===== src/rtl/calc_fsm.sv =====
// Four-function unsigned calculator FSM (IDLE -> CALC -> DONE) with range/error flagging.
// Optional macro CALC_DIV_EN builds the 14-step restoring divider for opcode 11.
module calc_fsm #(
    parameter int MAX_VAL = 9999
) (
    input  logic        clk,
    input  logic        rst,
    input  logic        start,
    input  logic [1:0]  opcode,
    input  logic [13:0] op_a,
    input  logic [13:0] op_b,
    output logic        busy,
    output logic        done,
    output logic [13:0] Result,
    output logic        flag
);

    localparam int DATA_W = 14;
    localparam int PROD_W = 2 * DATA_W;
    localparam logic [PROD_W-1:0] MAX_W = PROD_W'(MAX_VAL);

    localparam logic [1:0] OP_ADD = 2'b00;
    localparam logic [1:0] OP_SUB = 2'b01;
    localparam logic [1:0] OP_MUL = 2'b10;

    typedef enum logic [1:0] {
        IDLE,
        CALC,
        DONE
    } state_t;

    state_t r_state;
    state_t w_next;

    logic [1:0]        r_op;
    logic [DATA_W-1:0] r_a;
    logic [DATA_W-1:0] r_b;
    logic              r_rng_err;
    logic              r_busy;
    logic              r_done;
    logic              r_flag;
    logic [DATA_W-1:0] r_result;

    logic              w_ld;
    logic              w_fin;
    logic              w_fin_err;
    logic [DATA_W-1:0] w_fin_res;
    logic [DATA_W:0]   w_sum;
    logic [PROD_W-1:0] w_prod;

    function automatic logic over_max(input logic [PROD_W-1:0] v);
        return v > MAX_W;
    endfunction

    // Full-width sum and product so the range check sees the true value
    always_comb begin
        w_sum  = (DATA_W+1)'(r_a) + (DATA_W+1)'(r_b);
        w_prod = PROD_W'(r_a) * PROD_W'(r_b);
    end

`ifdef CALC_DIV_EN
    logic [3:0]        r_cnt;
    logic [DATA_W-1:0] r_rem;
    logic [DATA_W-1:0] r_quo;
    logic              w_div_step;
    logic [3:0]        w_idx;
    logic [DATA_W:0]   w_shift;
    logic              w_qbit;
    logic [DATA_W-1:0] w_rem_nxt;

    // One restoring step: bring down the next dividend bit, subtract if it fits
    always_comb begin
        w_idx     = 4'(DATA_W - 1) - r_cnt;
        w_shift   = {r_rem, r_a[w_idx]};
        w_qbit    = (w_shift >= {1'b0, r_b});
        w_rem_nxt = w_qbit ? DATA_W'(w_shift - {1'b0, r_b}) : w_shift[DATA_W-1:0];
    end

    always_ff @(posedge clk) begin
        if (rst) begin
            r_cnt <= '0;
            r_rem <= '0;
            r_quo <= '0;
        end else if (w_ld) begin
            r_cnt <= '0;
            r_rem <= '0;
            r_quo <= '0;
        end else if (w_div_step) begin
            r_cnt <= r_cnt + 4'd1;
            r_rem <= w_rem_nxt;
            r_quo <= {r_quo[DATA_W-2:0], w_qbit};
        end
    end
`endif

    always_ff @(posedge clk) begin
        if (rst) begin
            r_state <= IDLE;
        end else begin
            r_state <= w_next;
        end
    end

    always_comb begin
        w_next    = r_state;
        w_ld      = 1'b0;
        w_fin     = 1'b0;
        w_fin_err = 1'b0;
        w_fin_res = '0;
`ifdef CALC_DIV_EN
        w_div_step = 1'b0;
`endif
        case (r_state)
            IDLE: begin
                if (start) begin
                    w_ld   = 1'b1;
                    w_next = CALC;
                end
            end
            CALC: begin
                case (r_op)
                    OP_ADD: begin
                        w_fin     = 1'b1;
                        w_fin_err = r_rng_err || over_max(PROD_W'(w_sum));
                        w_fin_res = w_sum[DATA_W-1:0];
                    end
                    OP_SUB: begin
                        w_fin     = 1'b1;
                        w_fin_err = r_rng_err || (r_a < r_b);
                        w_fin_res = r_a - r_b;
                    end
                    OP_MUL: begin
                        w_fin     = 1'b1;
                        w_fin_err = r_rng_err || over_max(w_prod);
                        w_fin_res = w_prod[DATA_W-1:0];
                    end
                    default: begin
`ifdef CALC_DIV_EN
                        // Bad operands or divide-by-zero abort in the first CALC cycle
                        if ((r_cnt == 4'd0) && (r_rng_err || (r_b == '0))) begin
                            w_fin     = 1'b1;
                            w_fin_err = 1'b1;
                        end else begin
                            w_div_step = 1'b1;
                            if (r_cnt == 4'(DATA_W - 1)) begin
                                w_fin     = 1'b1;
                                w_fin_res = {r_quo[DATA_W-2:0], w_qbit};
                                w_fin_err = over_max(PROD_W'(w_fin_res));
                            end
                        end
`else
                        w_fin     = 1'b1;
                        w_fin_err = 1'b1;
`endif
                    end
                endcase
                if (w_fin) begin
                    w_next = DONE;
                end
            end
            DONE: begin
                w_next = IDLE;
            end
            default: begin
                w_next = IDLE;
            end
        endcase
    end

    always_ff @(posedge clk) begin
        if (rst) begin
            r_op      <= '0;
            r_a       <= '0;
            r_b       <= '0;
            r_rng_err <= 1'b0;
            r_busy    <= 1'b0;
            r_done    <= 1'b0;
            r_result  <= '0;
            r_flag    <= 1'b0;
        end else begin
            r_done <= w_fin;
            if (w_ld) begin
                r_op      <= opcode;
                r_a       <= op_a;
                r_b       <= op_b;
                r_rng_err <= over_max(PROD_W'(op_a)) || over_max(PROD_W'(op_b));
                r_busy    <= 1'b1;
            end
            if (w_fin) begin
                r_busy   <= 1'b0;
                r_result <= w_fin_err ? '0 : w_fin_res;
                r_flag   <= w_fin_err;
            end
        end
    end

    assign busy   = r_busy;
    assign done   = r_done;
    assign Result = r_result;
    assign flag   = r_flag;

endmodule


===== config.mk =====
export PLATFORM = sky130hd
export DESIGN_NAME = calc_fsm
export DESIGN_NICKNAME = d
export VERILOG_FILES = /design/src/rtl/calc_fsm.sv
export SDC_FILE = /design/constraint.sdc
export NUM_CORES = 1
export LEC_CHECK = 0
export ABC_CLOCK_PERIOD_IN_PS = 7900
export BUFFER_PORTS_ARGS = -buffer_cell sky130_fd_sc_hd__buf_2
export CORE_MARGIN = 1.5
export CORE_UTILIZATION = 60
export CTS_BUF_LIST = sky130_fd_sc_hd__clkbuf_8
export DETAILED_ROUTE_END_ITERATION = 8
export HOLD_SLACK_MARGIN = 0.06
export PLACE_DENSITY = 0.76
export REMOVE_ABC_BUFFERS = 1
export SLEW_MARGIN = 20
export SYNTH_ARGS = -nofsm -noshare
export SYNTH_HDL_FRONTEND = slang
export SYNTH_SLANG_ARGS = --single-unit

===== constraint.sdc =====
create_clock -name clk -period 7.9 [get_ports clk]
set_input_delay 1.185 -clock clk [delete_from_list [all_inputs] [get_ports clk]]
set_output_delay 1.185 -clock clk [all_outputs]
set_load 0.05 [all_outputs]

Word-level counts from Yosys, hierarchy flattened:

Cells that the tools add are included.

* add/subtract/negate cells: 2
* multipliers: 1
* $lt $le $gt $ge: 5
* eq/ne operators: 5
* mux-type cells: 12
* reductions and logical operators: 8

Operators with widths (number)
* $pmux W14 S3: 1
* $gt A14 B14 Y1 const B: 2
* $gt A28 B14 Y1 const B: 1
* $mul A14 B14 Y28: 1
* $mux W14: 2
* $add A14 B14 Y15: 1
* $gt A15 B14 Y1 const B: 1
* $lt A14 B14 Y1: 1
* $sub A14 B14 Y14: 1
* $mux W1: 5
* $eq A2 B1 Y1 const B: 2
* $logic_not A2 Y1: 2
* $logic_or A1 B1 Y1: 4
* $mux W2: 2
* $ne A2 B2 Y1 const B: 2
* $pmux W2 S2: 1
* $pmux W1 S3: 1
* $eq A2 B2 Y1 const B: 1
* $reduce_and A2 Y1: 1
* $reduce_or A2 Y1: 1

* flip-flop bits (word level): 50
* bits of input ports: 33
* output and inout port bits: 17
* logic and storage cells: 42

Longest topological paths before layout:

Gate-level depths: netlist of run 1.

* depth in word-level cells: 6
* mapped depth: 26
* depth with buffers taken out: 24

Least setup slack after synthesis of run 1:

Ideal clock, no wire load.

* path type: reg-to-reg
* from: reg r_a[1]
* to: reg r_flag (netlist: flag)
* setup time: 0.128 ns
* arrival time: 6.697 ns
* data required time: 7.772 ns
* path slack: 1.075 ns
* cell stages (with the launch flop): 25
* buffers on the path: 3
* period minus slack after synthesis: 6.825 ns
* cell sequence: dfxtp_1 -> clkbuf_1 -> nand2_1 -> fa_1 -> fa_1 -> inv_1 -> fa_1 -> fa_1 -> fa_1 -> inv_1 -> fa_1 -> inv_1 -> ha_1 -> buf_2 -> a21o_1 -> a21o_1 -> a221oi_2 -> a211oi_2 -> or4_1 -> a31oi_1 -> o2111ai_1 -> a2111oi_2 -> o211a_4 -> buf_8 -> o21ai_1

* longest elaborated chain between the ends: 5
* elaborated cells on any way between the ends: 10
* classes of those cells: 1 x add/sub; 1 x mul; 3 x order compare; 2 x mux; 3 x reduce/logical

RTL lines
* start: declaration: line 36 `logic [DATA_W-1:0] r_a;`
* start signal: assignment: line 184 `r_a <= op_a;`
* $mul A14 B14 Y28 or $add A14 B14 Y15 (tied branches): line 58, 57
* $gt A28 B14 Y1 or $gt A15 B14 Y1 (tied branches): line 52 `return v > MAX_W;`
* $logic_or A1 B1 Y1 (on tied branches): line 134, 124
* $pmux W1 S3 (*): line 121 `case (r_op)`
* $mux W1 (*): line 113 `case (r_state)`
* end signal: assignment: line 192 `r_flag <= w_fin_err;`
* end: declaration: line 41 `logic r_flag;`

Mark *: on every way between the ends. The rest lies on a longest branch, timed or not.
A chain may end at the register's enable or synchronous reset.

Worst setup path in the final report of run 1:

* from: reg r_b[5]
* to: reg r_result[0] (netlist: Result[0])

* longest elaborated chain between the ends: 6
* elaborated cells on any way between the ends: 11
* classes of those cells: 1 x add/sub; 1 x mul; 3 x order compare; 3 x mux; 3 x reduce/logical

RTL lines
* start: declaration: line 37 `logic [DATA_W-1:0] r_b;`
* start signal: assignment: line 185 `r_b <= op_b;`
* $mul A14 B14 Y28 or $add A14 B14 Y15 (tied branches): line 58, 57
* $gt A28 B14 Y1 or $gt A15 B14 Y1 (tied branches): line 52
* $logic_or A1 B1 Y1 (on tied branches): line 134, 124
* $pmux W1 S3 (*): line 121
* $mux W1 (*): line 113
* $mux W14 (*): line 191 `r_result <= w_fin_err ? '0 : w_fin_res;`
* end signal: assignment: line 191
* end: declaration: line 42 `logic [DATA_W-1:0] r_result;`

Marks and branches as above.

==> results of run 1 <==
==> state kept, by name, indices dropped and copies added, names as in the netlist <==
register,flops
busy,1
flag,1
r_a,14
r_b,14
done,1
Result,14
r_rng_err,1
r_op,2
r_state,2
==> cells in the mapped netlist (all sizes together) (12+ instances only) <==
library cell / count
nor2: 54
xnor2: 27
ha: 124
and2: 80
inv: 211
clkbuf: 54
o21ai: 33
dfxtp: 50
a21oi: 77
a22o: 12
fa: 143
nand2: 194
==> cells by family after synthesis <==
| kind of cell | count (synthesis) | share of synthesized area (%) |
|---|---|---|
| compound gates | 231 | 15.63 |
| xor+xnor | 36 | 3.099 |
| fa+ha+maj | 267 | 43.38 |
| buf+inv | 269 | 10.07 |
| flops | 50 | 9.838 |
| mux | 2 | 0.1968 |
| simple gates | 389 | 17.78 |
==> report_power, final <==
group | switching [mW] | internal (mW)
logic | 0.279 | 0.170
clock network | 0.0869 | 0.0597
registers | 0.0314 | 0.266
==> metal layers <==
layer	vias up	part of all wire, %
met5	-	0
met4	0	2.6
met3	36	8.0
met2	325	46
met1	4293	44
li1	4087	-
==> critical path, delay by kind of cell (launching register included) <==
kind	cells	cell delay, ns
AO/OA/AOI/OAI	9	2.04
buffers and inverters	5	0.51
AND/OR/NAND/NOR	1	0.53
flip-flops	1	0.74
adder cells (fa/ha/maj)	8	3.60
==> worst paths after layout <==
path,startpoint,to,cells past startpoint
setup / recovery,r_b[5],Result[0],23
hold reg to reg,flag,flag,2
setup reg to reg,r_b[5],Result[0],23
hold / removal,flag,flag,2
==> metrics by stage <==
stage / cells / power (mW) / instance area, um^2 / setup slack (ns)
floorplan: 1186 / 0.5950 / 9942 / 1.255
global placement: 1485 / 0.7364 / 10690 / 0.7091
detailed placement: 1485 / 0.7430 / 10690 / 0.4803
CTS: 1492 / 0.8893 / 10770 / 0.4562
global route: 1492 / 0.9533 / 10770 / 0.04282
finish: 1492 / 0.8927 / 10770 / 0.4136
==> layout make-up <==
cell class                 instances  area (um^2)  share of cell area (%)
clock buffer                       5        68.82                  0.6387
clock inverter                     2        11.26                  0.1045
inverter                         211        792.0                   7.351
multi-input combinational        925         8155                   75.69
sequential                        50         1001                   9.290
tap                              220        275.3                   2.555
timing repair buffer              79        470.5                   4.366
==> flow_summary_export.csv, run 1 <==
group,metric,value,unit
place,routabilityCongestion,0.9290,
floorplanning,die_area,0.01775,mm^2
cts,clk_pin_slew,0.09,ns
cts,cts_tree,"yes",
setup_path,cp_data_required_time,8.15,ns
cells_and_area,synthToLayoutAreaGrowth,5.890,%
cts,cts_setup_buffers,0,
synthesis,async_flop_share,0,%
synthesis,syn_area,0.01017,mm^2
synthesis,yosysTopAreaCell,"fa_1",
global_routing,grt_pass1_vias,8463,
global_routing,antenna_found_initial,0,
setup_path,rrSetupSlack,0.41,ns
power_and_ir_drop,p_per_area,82.85,mW/mm^2
sta,fin_skew,0.003753,ns
routing,ant_nets,0,
synthesis,synth-edff-count,0,
global_routing,grtUsageMet3,5.479,%
cells_and_area,finish.utilization,64.97,%
sta,setup_tns,0,ns
job,cap_viol_max_count,0,
cts,cts_resized,0,
sta,tightest_slew,1.039,ns
cts,cts_buffers,5,
cells_and_area,antennaDiodeCount,0,
sta,relSlewSlack,30.71,%
sta,finalCritPeriodShare,94.76,%
setup_path,critPathKind,"reg -> reg",
cells_and_area,nets,1572,
global_routing,track_usage,30.76,%
setup_path,end_kind,"flop",
global_routing,overflow,0,
routing,viasPerCell,5.859,
floorplanning,ioPinCount,50,
place,io_buffers,49,
cts,hold_buffers,0,
sta,rsz0062_at_grt,"false",
synthesis,ys_seq_elements,50,
setup_path,cp_cell_sequence,"ha_1 -> inv_1 -> fa_1 -> fa_1 -> inv_1 -> fa_1 -> fa_1 -> fa_1 -> inv_1 -> fa_1 -> inv_1 -> ha_1 -> a21oi_1 -> o21ai_0 -> a221oi_2 -> a211oi_2 -> or4_1 -> a31oi_1 -> o2111ai_1 -> a2111oi_2 -> buf_4 -> o211a_4 -> a32o_1",
sta,hold_viol,0,
cts,clock_latency,0.31,ns
setup_path,slowest_stage,"dfxtp_1",
setup_path,cp_common_cell,"fa_1",
floorplanning,die_w,133.2,um
sta,fmax,133.6,MHz
global_routing,use_met1,43.89,%
sta,period_needed,7.486,ns
status,status,"completed",
sta,hold_slack,0.4655,ns
setup_path,worstPathArrival,7.74,ns
sta,setup_viol,0,
cells_and_area,mostFrequentLayoutCell,"inv_1",
place,dp.final_hpwl,22020,um
routing,drtIter0Drc,760,
global_routing,grt_max_degree,35,
floorplanning,start_util,61.36,%
cts,clock_path_buffers,2,
cells_and_area,final_layout_size_suffix_gt1_share,7.862,%
cts,cts.htree.levels,2,
synthesis,synth.distinct_cells,72,
synthesis,synth_area_per_cell,8.179,um^2
global_routing,grt_pass1_wl,43170,um
routing,vias,8741,
routing,routed_wl,26570,um
power_and_ir_drop,ir_worst_vdd,0.1356,mV
cts,clkSinkCount,50,
synthesis,synthTopCellsByArea,"fa_1, ha_1, dfxtp_1, inv_1, nand2_1",
synthesis,ys_seq_area_share,9.838,%
routing,wl_per_cell,17.81,um
cts,clockRootBuffer,"clkbuf_8",
synthesis,synth_top_area_share,28.14,%
cells_and_area,fill_cells,1449,
cells_and_area,layout_common_cells,"inv_1, nand2_1, fa_1",
routing,dr.pass1.iters,5,
setup_path,cp_max_fo,15,
sta,report.final.slew_viol_count,0,
floorplanning,die_height,133.2,um
setup_path,critPathLaunchType,"flop",
global_routing,use_met2,48.61,%
synthesis,yosys_warnings,0,
routing,drc,0,
power_and_ir_drop,p_leak,5.489,nW
floorplanning,rows,47,
global_routing,globalRoute.busiestLayer,"met2",
setup_path,critPathMaxStageDelay,0.74,ns
floorplanning,core_region_area,0.01658,mm^2
worst_hold_path,hp-class,"reg -> reg",
synthesis,synth_flop_cell,"dfxtp_1",
synthesis,syn_inst,1244,
Note: power is estimated with default switching activity, not from simulation.
==> run 2: changes to the inputs <==
--- a/config.mk
+++ b/config.mk
@@ -13,6 +13,7 @@
 export DETAILED_ROUTE_END_ITERATION = 8
 export HOLD_SLACK_MARGIN = 0.06
 export PLACE_DENSITY = 0.76
+export RECOVER_POWER = 50
 export REMOVE_ABC_BUFFERS = 1
 export SLEW_MARGIN = 20
 export SYNTH_ARGS = -nofsm -noshare
==> flow_summary_export.csv, run 2 (synthesized netlist as in run 1, its figures left out) <==
group,metric,value,unit
status,status,"complete, but fails checks",
status,violations,"capacitance limit, slew limit",
cts,clkSinkCount,50,
sta,setup_viol,0,
power_and_ir_drop,combPwrFrac,50.1,%
cells_and_area,fill_cells,1463,
cts,hold_buffers,0,
power_and_ir_drop,p_int,0.4948,mW
global_routing,track_usage,30.76,%
sta,finalCritPeriodShare,94.95,%
power_and_ir_drop,p_leak,5.409,nW
cells_and_area,antennaDiodeCount,0,
floorplanning,rows,47,
sta,tightest_slew,1.514,ns
cells_and_area,final_layout_size_suffix_gt1_share,6.211,%
cts,cts.htree.levels,2,
sta,hold_viol,0,
sta,rsz0062_at_grt,"false",
power_and_ir_drop,switchingPower,0.3997,mW
sta,fmax,133.3,MHz
power_and_ir_drop,ir_worst_vdd,0.1334,mV
setup_path,cp_common_cell,"fa_1",
setup_path,critPathKind,"reg -> reg",
sta,fin_skew,0.005518,ns
sta,hold_slack,0.4717,ns
floorplanning,die_height,133.2,um
place,io_buffers,49,
cells_and_area,synthToLayoutAreaGrowth,5.596,%
routing,dr.pass1.iters,5,
setup_path,cp_max_fo,15,
cts,cts_resized,0,
floorplanning,die_w,133.2,um
setup_path,critPathLaunchType,"flop",
sta,period_needed,7.501,ns
sta,setup_tns,0,ns
setup_path,critPathBufInv,5,
cells_and_area,regArea,0.001001,mm^2
place,dp.final_hpwl,22020,um
sta,report.final.slew_viol_count,33,
setup_path,critPathMaxStageDelay,0.73,ns
setup_path,cp_data_required_time,8.15,ns
cells_and_area,layout_common_cells,"inv_1, nand2_1, fa_1",
setup_path,end_kind,"flop",
cts,cts_tree,"yes",
cells_and_area,multi_input_area,0.008149,mm^2
global_routing,grt_pass1_wl,43170,um
routing,wl_per_cell,17.83,um
global_routing,overflow,0,
cts,cts_buffers,5,
power_and_ir_drop,p_sw_share,44.68,%
routing,drtIter0Drc,742,
setup_path,worstPathArrival,7.76,ns
worst_hold_path,hp-class,"reg -> reg",
floorplanning,start_util,61.36,%
power_and_ir_drop,p_clk_share,16.6,%
routing,vias,8819,
cells_and_area,mostFrequentLayoutCell,"inv_1",
floorplanning,core_region_area,0.01658,mm^2
floorplanning,die_area,0.01775,mm^2
cts,clockRootBuffer,"clkbuf_8",
global_routing,antenna_found_initial,0,
job,cap_viol_max_count,1,
routing,routed_wl,26610,um
routing,drc,0,
cts,clock_path_buffers,2,
global_routing,grt_max_degree,35,
floorplanning,ioPinCount,50,
setup_path,cp_cell_sequence,"ha_1 -> inv_1 -> fa_1 -> fa_1 -> inv_1 -> fa_1 -> fa_1 -> fa_1 -> inv_1 -> fa_1 -> inv_1 -> ha_1 -> a21oi_1 -> o21ai_0 -> a221oi_2 -> a211oi_2 -> or4_1 -> a31oi_1 -> o2111ai_1 -> a2111oi_2 -> buf_4 -> o211a_4 -> a32o_1",
cts,clock_latency,0.31,ns
cts,cts_setup_buffers,0,
global_routing,grt_pass1_vias,8463,
sta,relSlewSlack,-0.9668,%
power_and_ir_drop,seqPwrFrac,33.3,%
routing,viasPerCell,5.911,
cts,clk_pin_slew,0.09,ns
setup_path,critical-path-top-delay-family,"adder cells",
power_and_ir_drop,p_per_area,83.25,mW/mm^2
setup_path,slowest_stage,"dfxtp_1",
cells_and_area,nets,1572,
routing,ant_nets,0,
place,routabilityCongestion,0.9290,
[run 2: area by class of cell]
type,count,area share [%]
Multi-Input combinational cell,925,75.85
Clock inverter,2,0.1048
Sequential cell,50,9.316
Inverter,211,7.372
Timing Repair Buffer,79,4.157
Clock buffer,5,0.6405
Tap cell,220,2.562
[run 2: power groups by stage]
stage / Combinational, mW / Clock, mW / Sequential, mW
2_1_floorplan: 0.285 / 0 / 0.310
3_3_place_gp: 0.436 / 0 / 0.301
3_5_place_dp: 0.441 / 0 / 0.302
4_1_cts: 0.445 / 0.148 / 0.296
5_1_grt: 0.495 / 0.158 / 0.299
6_report: 0.448 / 0.149 / 0.297
[run 2: path summary, 6_finish.rpt]
kind           from         to  slack, ns  depth (start not counted)
max reg2reg  r_b[5]  Result[0]       0.40                         23
min reg2reg    flag       flag       0.47                          2
min            flag       flag       0.47                          2
max          r_b[5]  Result[0]       0.40                         23
[run 2: worst reg2reg max path: cells and delay by family, from the launching register on]
kind | cells | cell delay [ns]
fa+ha+maj | 8 | 3.60
compound gates | 9 | 2.07
simple gates | 1 | 0.53
flops | 1 | 0.73
buf+inv | 5 | 0.51
[run 2: stage by stage]
| stage | cells | util (%) | setup slack [ns] | area, um^2 | total power [mW] |
|---|---|---|---|---|---|
| after floorplan | 1186 | - | 1.255 | 9942 | 0.5950 |
| after global placement | 1485 | 64.45 | 0.7091 | 10690 | 0.7364 |
| after detailed placement | 1485 | 64.47 | 0.4803 | 10690 | 0.7430 |
| after CTS | 1492 | 64.95 | 0.4562 | 10770 | 0.8893 |
| after global routing | 1492 | 64.79 | 0.03963 | 10740 | 0.9523 |
| final | 1492 | 64.79 | 0.3990 | 10740 | 0.8945 |
[run 2: per-layer routing]
metal	part of all wire [%]	wire (um)	GRT usage (%)
met5	0	0	0
met4	2.6	703	8.273
met3	8.3	2208	5.479
met2	46	12190	48.61
met1	43	11510	43.89
